==> config.mk <==
export PLATFORM = sky130hd
export DESIGN_NAME = spi_slave
export DESIGN_NICKNAME = d
export VERILOG_FILES = /design/src/rtl/spi_slave.sv
export SDC_FILE = /design/constraint.sdc
export NUM_CORES = 1
export LEC_CHECK = 0
export BUFFER_PORTS_ARGS = -buffer_cell sky130_fd_sc_hd__buf_2
export CORE_MARGIN = 2
export CORE_UTILIZATION = 60
export CTS_BUF_LIST = sky130_fd_sc_hd__clkbuf_8
export DETAILED_ROUTE_END_ITERATION = 8
export PLACE_DENSITY_LB_ADDON = 0.3
export SETUP_SLACK_MARGIN = 0.1
export SYNTH_ARGS = -nofsm -noshare
export SYNTH_HDL_FRONTEND = slang
export SYNTH_SLANG_ARGS = --single-unit
==> constraint.sdc <==
create_clock -name clk -period 3.7 [get_ports clk]
set_clock_uncertainty 0.1 [all_clocks]
set_input_delay 0.74 -clock clk [delete_from_list [all_inputs] [get_ports clk]]
set_output_delay 0.74 -clock clk [all_outputs]
set_load 0.02 [all_outputs]
==> src/rtl/spi_slave.sv <==
// SPI mode-0 slave endpoint (MSB first). Pins are oversampled into the clk domain;
// received words come out as rx_valid pulses, transmit words come in through a holding register.
module spi_slave #(
  parameter int DATA_W = 8
) (
  input  logic              clk,
  input  logic              rst,
  input  logic              sck,
  input  logic              ss,
  input  logic              mosi,
  output logic              miso,
  output logic [DATA_W-1:0] rx_data,
  output logic              rx_valid,
  input  logic [DATA_W-1:0] tx_data,
  input  logic              tx_valid,
  output logic              tx_ready,
  output logic              frame_err,
  output logic              tx_underrun,
  output logic              state_dbg
);

  localparam int CNT_W = $clog2(DATA_W);
  localparam logic [CNT_W-1:0] LAST_BIT = CNT_W'(DATA_W - 1);

  typedef enum logic {IDLE, ACTIVE} state_t;

  state_t              state, state_n;
  logic                sck_s1, sck_s2, sck_d;
  logic                ss_s1, ss_s2, ss_d;
  logic                mosi_s1, mosi_s2;
  logic [1:0]          fill_cnt;
  logic                armed;
  logic                sck_rise, sck_fall, ss_fall, ss_rise;
  logic [CNT_W-1:0]    bit_cnt, bit_cnt_n;
  logic [DATA_W-1:0]   rx_shift, rx_shift_n, rx_data_n;
  logic [DATA_W-1:0]   tx_shift, tx_shift_n;
  logic [DATA_W-1:0]   hold_data, hold_data_n;
  logic                hold_full, hold_full_n;
  logic                miso_q, miso_n;
  logic                word_done, word_done_n;
  logic                pend_ur, pend_ur_n;
  logic                rx_valid_n, frame_err_n, tx_underrun_n;
  logic                fetch, fetch_defer;

  // ss edges only count once the pipeline holds real pin samples and ss has been seen high,
  // so a select held low across reset release does not look like a new frame.
  always_ff @(posedge clk) begin
    if (rst) begin
      sck_s1   <= 1'b0;
      sck_s2   <= 1'b0;
      sck_d    <= 1'b0;
      ss_s1    <= 1'b1;
      ss_s2    <= 1'b1;
      ss_d     <= 1'b1;
      mosi_s1  <= 1'b0;
      mosi_s2  <= 1'b0;
      fill_cnt <= 2'd0;
      armed    <= 1'b0;
    end else begin
      sck_s1  <= sck;
      sck_s2  <= sck_s1;
      sck_d   <= sck_s2;
      ss_s1   <= ss;
      ss_s2   <= ss_s1;
      ss_d    <= ss_s2;
      mosi_s1 <= mosi;
      mosi_s2 <= mosi_s1;
      if (fill_cnt != 2'd3) fill_cnt <= fill_cnt + 2'd1;
      if (fill_cnt == 2'd3 && ss_d) armed <= 1'b1;
    end
  end

  assign sck_rise = sck_s2 & ~sck_d;
  assign sck_fall = ~sck_s2 & sck_d;
  assign ss_fall  = ~ss_s2 & ss_d & armed;
  assign ss_rise  = ss_s2 & ~ss_d;

  // Handshake: a tx word transfers on a clk edge where tx_valid & tx_ready are both 1;
  // tx_ready is simply "holding register empty" and does not depend on tx_valid.
  assign tx_ready  = ~hold_full;
  assign miso      = miso_q & ~ss_s2;
  assign state_dbg = (state == ACTIVE);

  always_comb begin
    state_n       = state;
    bit_cnt_n     = bit_cnt;
    rx_shift_n    = rx_shift;
    rx_data_n     = rx_data;
    rx_valid_n    = 1'b0;
    tx_shift_n    = tx_shift;
    hold_data_n   = hold_data;
    hold_full_n   = hold_full;
    miso_n        = miso_q;
    word_done_n   = word_done;
    pend_ur_n     = pend_ur;
    frame_err_n   = 1'b0;
    tx_underrun_n = 1'b0;
    fetch         = 1'b0;
    fetch_defer   = 1'b0;

    case (state)
      IDLE: begin
        if (ss_fall) begin
          state_n     = ACTIVE;
          bit_cnt_n   = '0;
          word_done_n = 1'b0;
          pend_ur_n   = 1'b0;
          fetch       = 1'b1;
        end
      end
      ACTIVE: begin
        if (ss_rise) begin
          state_n     = IDLE;
          frame_err_n = (bit_cnt != '0);
          miso_n      = 1'b0;
          bit_cnt_n   = '0;
          word_done_n = 1'b0;
          pend_ur_n   = 1'b0;
          tx_shift_n  = '0;
        end else if (sck_rise) begin
          rx_shift_n = {rx_shift[DATA_W-2:0], mosi_s2};
          // An empty reload at a word boundary only counts once the next word really starts.
          if (pend_ur) begin
            tx_underrun_n = 1'b1;
            pend_ur_n     = 1'b0;
          end
          if (bit_cnt == LAST_BIT) begin
            rx_data_n   = rx_shift_n;
            rx_valid_n  = 1'b1;
            bit_cnt_n   = '0;
            word_done_n = 1'b1;
          end else begin
            bit_cnt_n = bit_cnt + 1'b1;
          end
        end else if (sck_fall) begin
          if (word_done) begin
            fetch       = 1'b1;
            fetch_defer = 1'b1;
            word_done_n = 1'b0;
          end else begin
            tx_shift_n = {tx_shift[DATA_W-2:0], 1'b0};
            miso_n     = tx_shift[DATA_W-2];
          end
        end
      end
      default: state_n = IDLE;
    endcase

    if (fetch) begin
      if (hold_full) begin
        tx_shift_n  = hold_data;
        hold_full_n = 1'b0;
        miso_n      = hold_data[DATA_W-1];
      end else begin
        tx_shift_n = '0;
        miso_n     = 1'b0;
        if (fetch_defer) pend_ur_n = 1'b1;
        else             tx_underrun_n = 1'b1;
      end
    end

    if (tx_valid && !hold_full) begin
      hold_data_n = tx_data;
      hold_full_n = 1'b1;
    end
  end

  always_ff @(posedge clk) begin
    if (rst) begin
      state       <= IDLE;
      bit_cnt     <= '0;
      rx_shift    <= '0;
      rx_data     <= '0;
      rx_valid    <= 1'b0;
      tx_shift    <= '0;
      hold_data   <= '0;
      hold_full   <= 1'b0;
      miso_q      <= 1'b0;
      word_done   <= 1'b0;
      pend_ur     <= 1'b0;
      frame_err   <= 1'b0;
      tx_underrun <= 1'b0;
    end else begin
      state       <= state_n;
      bit_cnt     <= bit_cnt_n;
      rx_shift    <= rx_shift_n;
      rx_data     <= rx_data_n;
      rx_valid    <= rx_valid_n;
      tx_shift    <= tx_shift_n;
      hold_data   <= hold_data_n;
      hold_full   <= hold_full_n;
      miso_q      <= miso_n;
      word_done   <= word_done_n;
      pend_ur     <= pend_ur_n;
      frame_err   <= frame_err_n;
      tx_underrun <= tx_underrun_n;
    end
  end

endmodule

Word-level counts from Yosys, hierarchy flattened
Index checks and enable logic that the tools add are counted.
{"block": "classes", "bitwise": 14, "n_reduce_logical": 14, "eq_ne": 9, "n_addsub": 2, "mux": 51}
{"cell": "$mux 7", "n": 7}
{"cell": "$mux 1", "n": 35}
{"cell": "$mux 3", "n": 4}
{"cell": "$not 1->1", "n": 8}
{"cell": "$pmux 1 s2", "n": 4}
{"cell": "$reduce_and 4->1", "n": 2}
{"cell": "$and 1x1->1", "n": 6}
{"cell": "$ne 3x1->1 const B", "n": 2}
{"cell": "$pmux 3 s2", "n": 1}
{"cell": "$reduce_and 3->1", "n": 2}
{"cell": "$reduce_bool 3->1", "n": 2}
{"cell": "$ne 2x2->1 const B", "n": 2}
{"cell": "$ne 4x1->1 const B", "n": 1}
{"cell": "$ne 4x2->1 const B", "n": 1}
{"cell": "$reduce_bool 2->1", "n": 2}
{"cell": "$reduce_or 4->1", "n": 1}
{"cell": "$add 3x1->3 const B", "n": 1}
{"cell": "$eq 3x3->1 const B", "n": 1}
{"cell": "$ne 3x2->1 const B", "n": 1}
{"cell": "$reduce_or 3->1", "n": 1}
{"cell": "$add 2x1->2 const B", "n": 1}
{"cell": "$eq 2x2->1 const B", "n": 1}
{"cell": "$logic_and 1x1->1", "n": 2}
{"cell": "$reduce_and 2->1", "n": 1}
{"cell": "$logic_not 1->1", "n": 1}
{"block": "totals", "register_bits": 52, "inputBits": 14, "output_inout_bits": 14}

Depth between registers and ports, before layout
{"block": "depth", "ltp_word": 9, "mapped_depth": 7}

Least setup slack after synthesis
OpenSTA, ideal clock, no wires.
{"block": "synth_timing", "path_type": "register to register", "from": "register state, in the netlist state_dbg", "to": "register miso_q", "slack_ns": 2.094, "arrival_time_ns": 1.421, "t_required_ns": 3.514, "stages_incl_launch_ff": 5, "setup_time_ns": 0.086, "cell_sequence": "dfxtp_1 -> inv_1 -> o32ai_4 -> a22oi_1 -> a211oi_1"}
{"block": "synth_between", "elab_chain_cells": 4}
{"item": "start: declaration", "line_no": "27", "source": "state_t state, state_n;"}
{"item": "start signal: assignment", "line_no": "184", "source": "state <= state_n;"}
{"item": "$not 1->1 (no source line)"}
{"item": "$pmux 1 s2", "line_no": "101", "source": "case (state)"}
{"item": "$ne 3x2->1 (no source line) (tied with other cells)"}
{"item": "$reduce_and 4->1 (no source line)"}
{"item": "end signal: assignment", "line_no": "192", "source": "miso_q <= miso_n;"}
{"item": "end: declaration", "line_no": "39", "source": "logic miso_q, miso_n;"}
Parallel ways exist; a longest one is shown, timed or not.
A chain may end at the register's enable or synchronous reset.

Worst setup path in the final report
{"block": "layout_timing", "from": "register state, in the netlist state_dbg", "to": "output port state_dbg"}
{"item": "end: declaration", "line_no": "19", "source": "output logic state_dbg"}
No word-level cell between the ends.

==> impl_metrics.tcl <==
set metrics [dict create \
    die_h_um 63.1 \
    pin_count 28 \
    routedWlPerCell_um 12.7 \
    setup_viol 0 \
    critPathKind "flip-flop to primary output" \
    ys_seq_elements 52 \
    tightest_slew_ns 0.907 \
    fillers 288 \
    holdWs_ns 0.321 \
    tns_ns 0 \
    finalWorstSetupSlack_ns 1.65 \
    yosys.area.top_type "dfxtp_1" \
    drc 0 \
    syn-instance-count 229 \
    ant_nets 0 \
    cts.root.buffer_cell "clkbuf_8" \
    utilization_pct 68.0 \
    dp_slack_ns 1.75 \
    die_w_um 63.1 \
    dp_hpwl_um 2520 \
    dr_wl_met2_um 1760 \
    rsz0062_at_grt "false" \
    num_vias 1620 \
    cts_tree "yes" \
    status "complete, no violations" \
    clockBufferDepth 2 \
    reg2reg_to "tx_shift[5]" \
    num_antenna_cells 0 \
    cts_setup_buffers 0 \
    grt_pass1_vias 1439 \
    cts_hold_buf 0 \
    synth_area_um2 2100 \
    io_buffers 27 \
    syn_nets 247 \
    cp_num_cells 1 \
    synth_cell_types 41 \
    clock.fmax_mhz 489 \
    critPathMaxStageDelay_ns 0.64 \
    crit_required_ns 2.86 \
    drive_above_1_share_pct 18.9 \
    grt_max_degree 53 \
    clkTransAtPathRegs_ns 0.08 \
    die_area_um2 3980 \
    htree_levels 2 \
    top_layer "met4" \
    drt_wl_total_um 3730 \
    async_flop_share_pct 0 \
    hold_viol 0 \
    crit_buf_inv 1 \
    start_kind "flip-flop" \
    slowest_stage "dfxtp_1" \
    std_cell_rows 21 \
    antenna_found_initial 0 \
    ff2ff_setup_slack_ns 1.69 \
    viasPerCell 5.49 \
    grt_usage_pct 19.8 \
    cp_top_family "flip-flops" \
    p_total_w 0.000959 \
    core-area_um2 3340 \
    end_kind "primary output" \
    crit_end "state_dbg" \
    r2r_cells 4 \
    wl_met1_um 1760 \
    post-synth-top-count-cell "dfxtp_1" \
    synth_top_area_share_pct 49.7 \
    worstPathCellList "buf_2" \
    seq_area_frac_synth_pct 49.7 \
    ir_drop_uv 293 \
    min_path_type "flip-flop to flip-flop" \
    area_growth_pct 8.24 \
    nNetsFinal 267 \
    clock_sinks 52 \
    r2r_start "state_dbg" \
    finalMaxSlewViolations 0 \
    synth_warnings 0 \
    grt_overflow 0 \
    synth_top_cells_by_count "dfxtp_1 (52), nand2_1 (41), a21oi_1 (28)" \
    grt_pass1_wl_um 6180 \
    first_pass_iters 4 \
    globalplace.congestion 0.801 \
    synthFlopType "dfxtp_1" \
    drt_iter0_drc 103 \
    synth_area_leaders "dfxtp_1 (50%), nand2_1 (7.3%), a21oi_1 (6.7%)" \
    max_slew_margin_pct 39.5 \
    cts_resized 0 \
    cp-startpoint "state_dbg" \
    powerDensity_nw_per_um2 423 \
    cap_violations 0 \
    fin_crit_sh_pct 55.3 \
    leakagePower_nw 0.829 \
    cts_buffers 5 \
    crit_fanout 16 \
    clock_latency_ns 0.31 \
    dr_wl_met3_um 163 \
    synth_area_per_cell_um2 9.15 \
    start_util_pct 62.8 \
    period_minus_slack_ns 2.05 \
    synth-edff-count 0 \
    crit_arrival_ns 1.21 \
]
power by group:
part | switching (W) | internal, W
Clock | 0.000182 | 0.000128
Combinational | 0.0000342 | 0.0000246
Sequential | 0.0000121 | 0.000577
kinds of logic (layout without fill, tap and decap cells):
kind of cell	after synthesis	in the layout	synth area share, %
XOR/XNOR	1	1	0.418
multiplexers	1	1	0.478
buffers and inverters	20	40	5.91
AND/OR/NAND/NOR	95	95	22.8
AO/OA/AOI/OAI	56	56	18.3
adder cells (fa/ha/maj)	4	4	2.39
flip-flops	52	52	49.7
area by class of cell:
type,count,area [um2],area share (%)
Sequential cell,52,1040,45.9
Multi-Input combinational cell,157,931,41.0
Timing Repair Buffer,27,135,5.96
Clock buffer,5,68.8,3.03
Tap cell,46,57.6,2.54
Inverter,6,22.5,0.993
Clock inverter,2,12.5,0.552
through the flow:
step	instance area [um2]	cells
floorplan	2100	229
global placement	2190	288
detailed placement	2190	288
CTS	2270	295
global route	2270	295
finish	2270	295
worst min-delay path by stage:
stage               start     to  slack, ns  cells past startpoint
finish              ss_s1  ss_s2       0.32                      1
global route        ss_s1  ss_s2       0.34                      1
CTS                 ss_s1  ss_s2       0.32                      1
detailed placement  ss_s1  ss_s2       0.30                      1
global placement    ss_s1  ss_s2       0.29                      1
floorplan           ss_s1  ss_s2       0.29                      1
per-layer routing:
layer | vias to the layer above | global-route usage, %
li1 | 836 | -
met3 | 6 | 5.89
met5 | - | 0
met1 | 745 | 24.1
met2 | 33 | 33.5
met4 | 0 | 6.67
layout by cell type, fill, tap and decap left out, drive strengths merged, types with 2 or more instances in the layout:
master,count
a32oi,2
and2b,2
or2,3
inv,6
ha,4
a21oi,30
nor2b,8
nor3,9
dfxtp,52
clkbuf,5
nand3,12
nand4,2
nor2,11
buf,27
nand2,41
a2111o,2
a211oi,7
a22oi,8
o21ai,2
flip-flops by register name, indices dropped and copies added (netlist names), 2 cells and up:
name,flops
fill_cnt,2
tx_shift,7
hold_data,8
rx_shift,7
bit_cnt,3
rx_data,8
worst reg2reg max path: cells and delay by family (launching register included):
family | cells | cell delay, ns
simple gates | 1 | 0.56
flops | 1 | 0.47
compound gates | 3 | 0.79
Note: power is estimated with default switching activity, not from simulation.
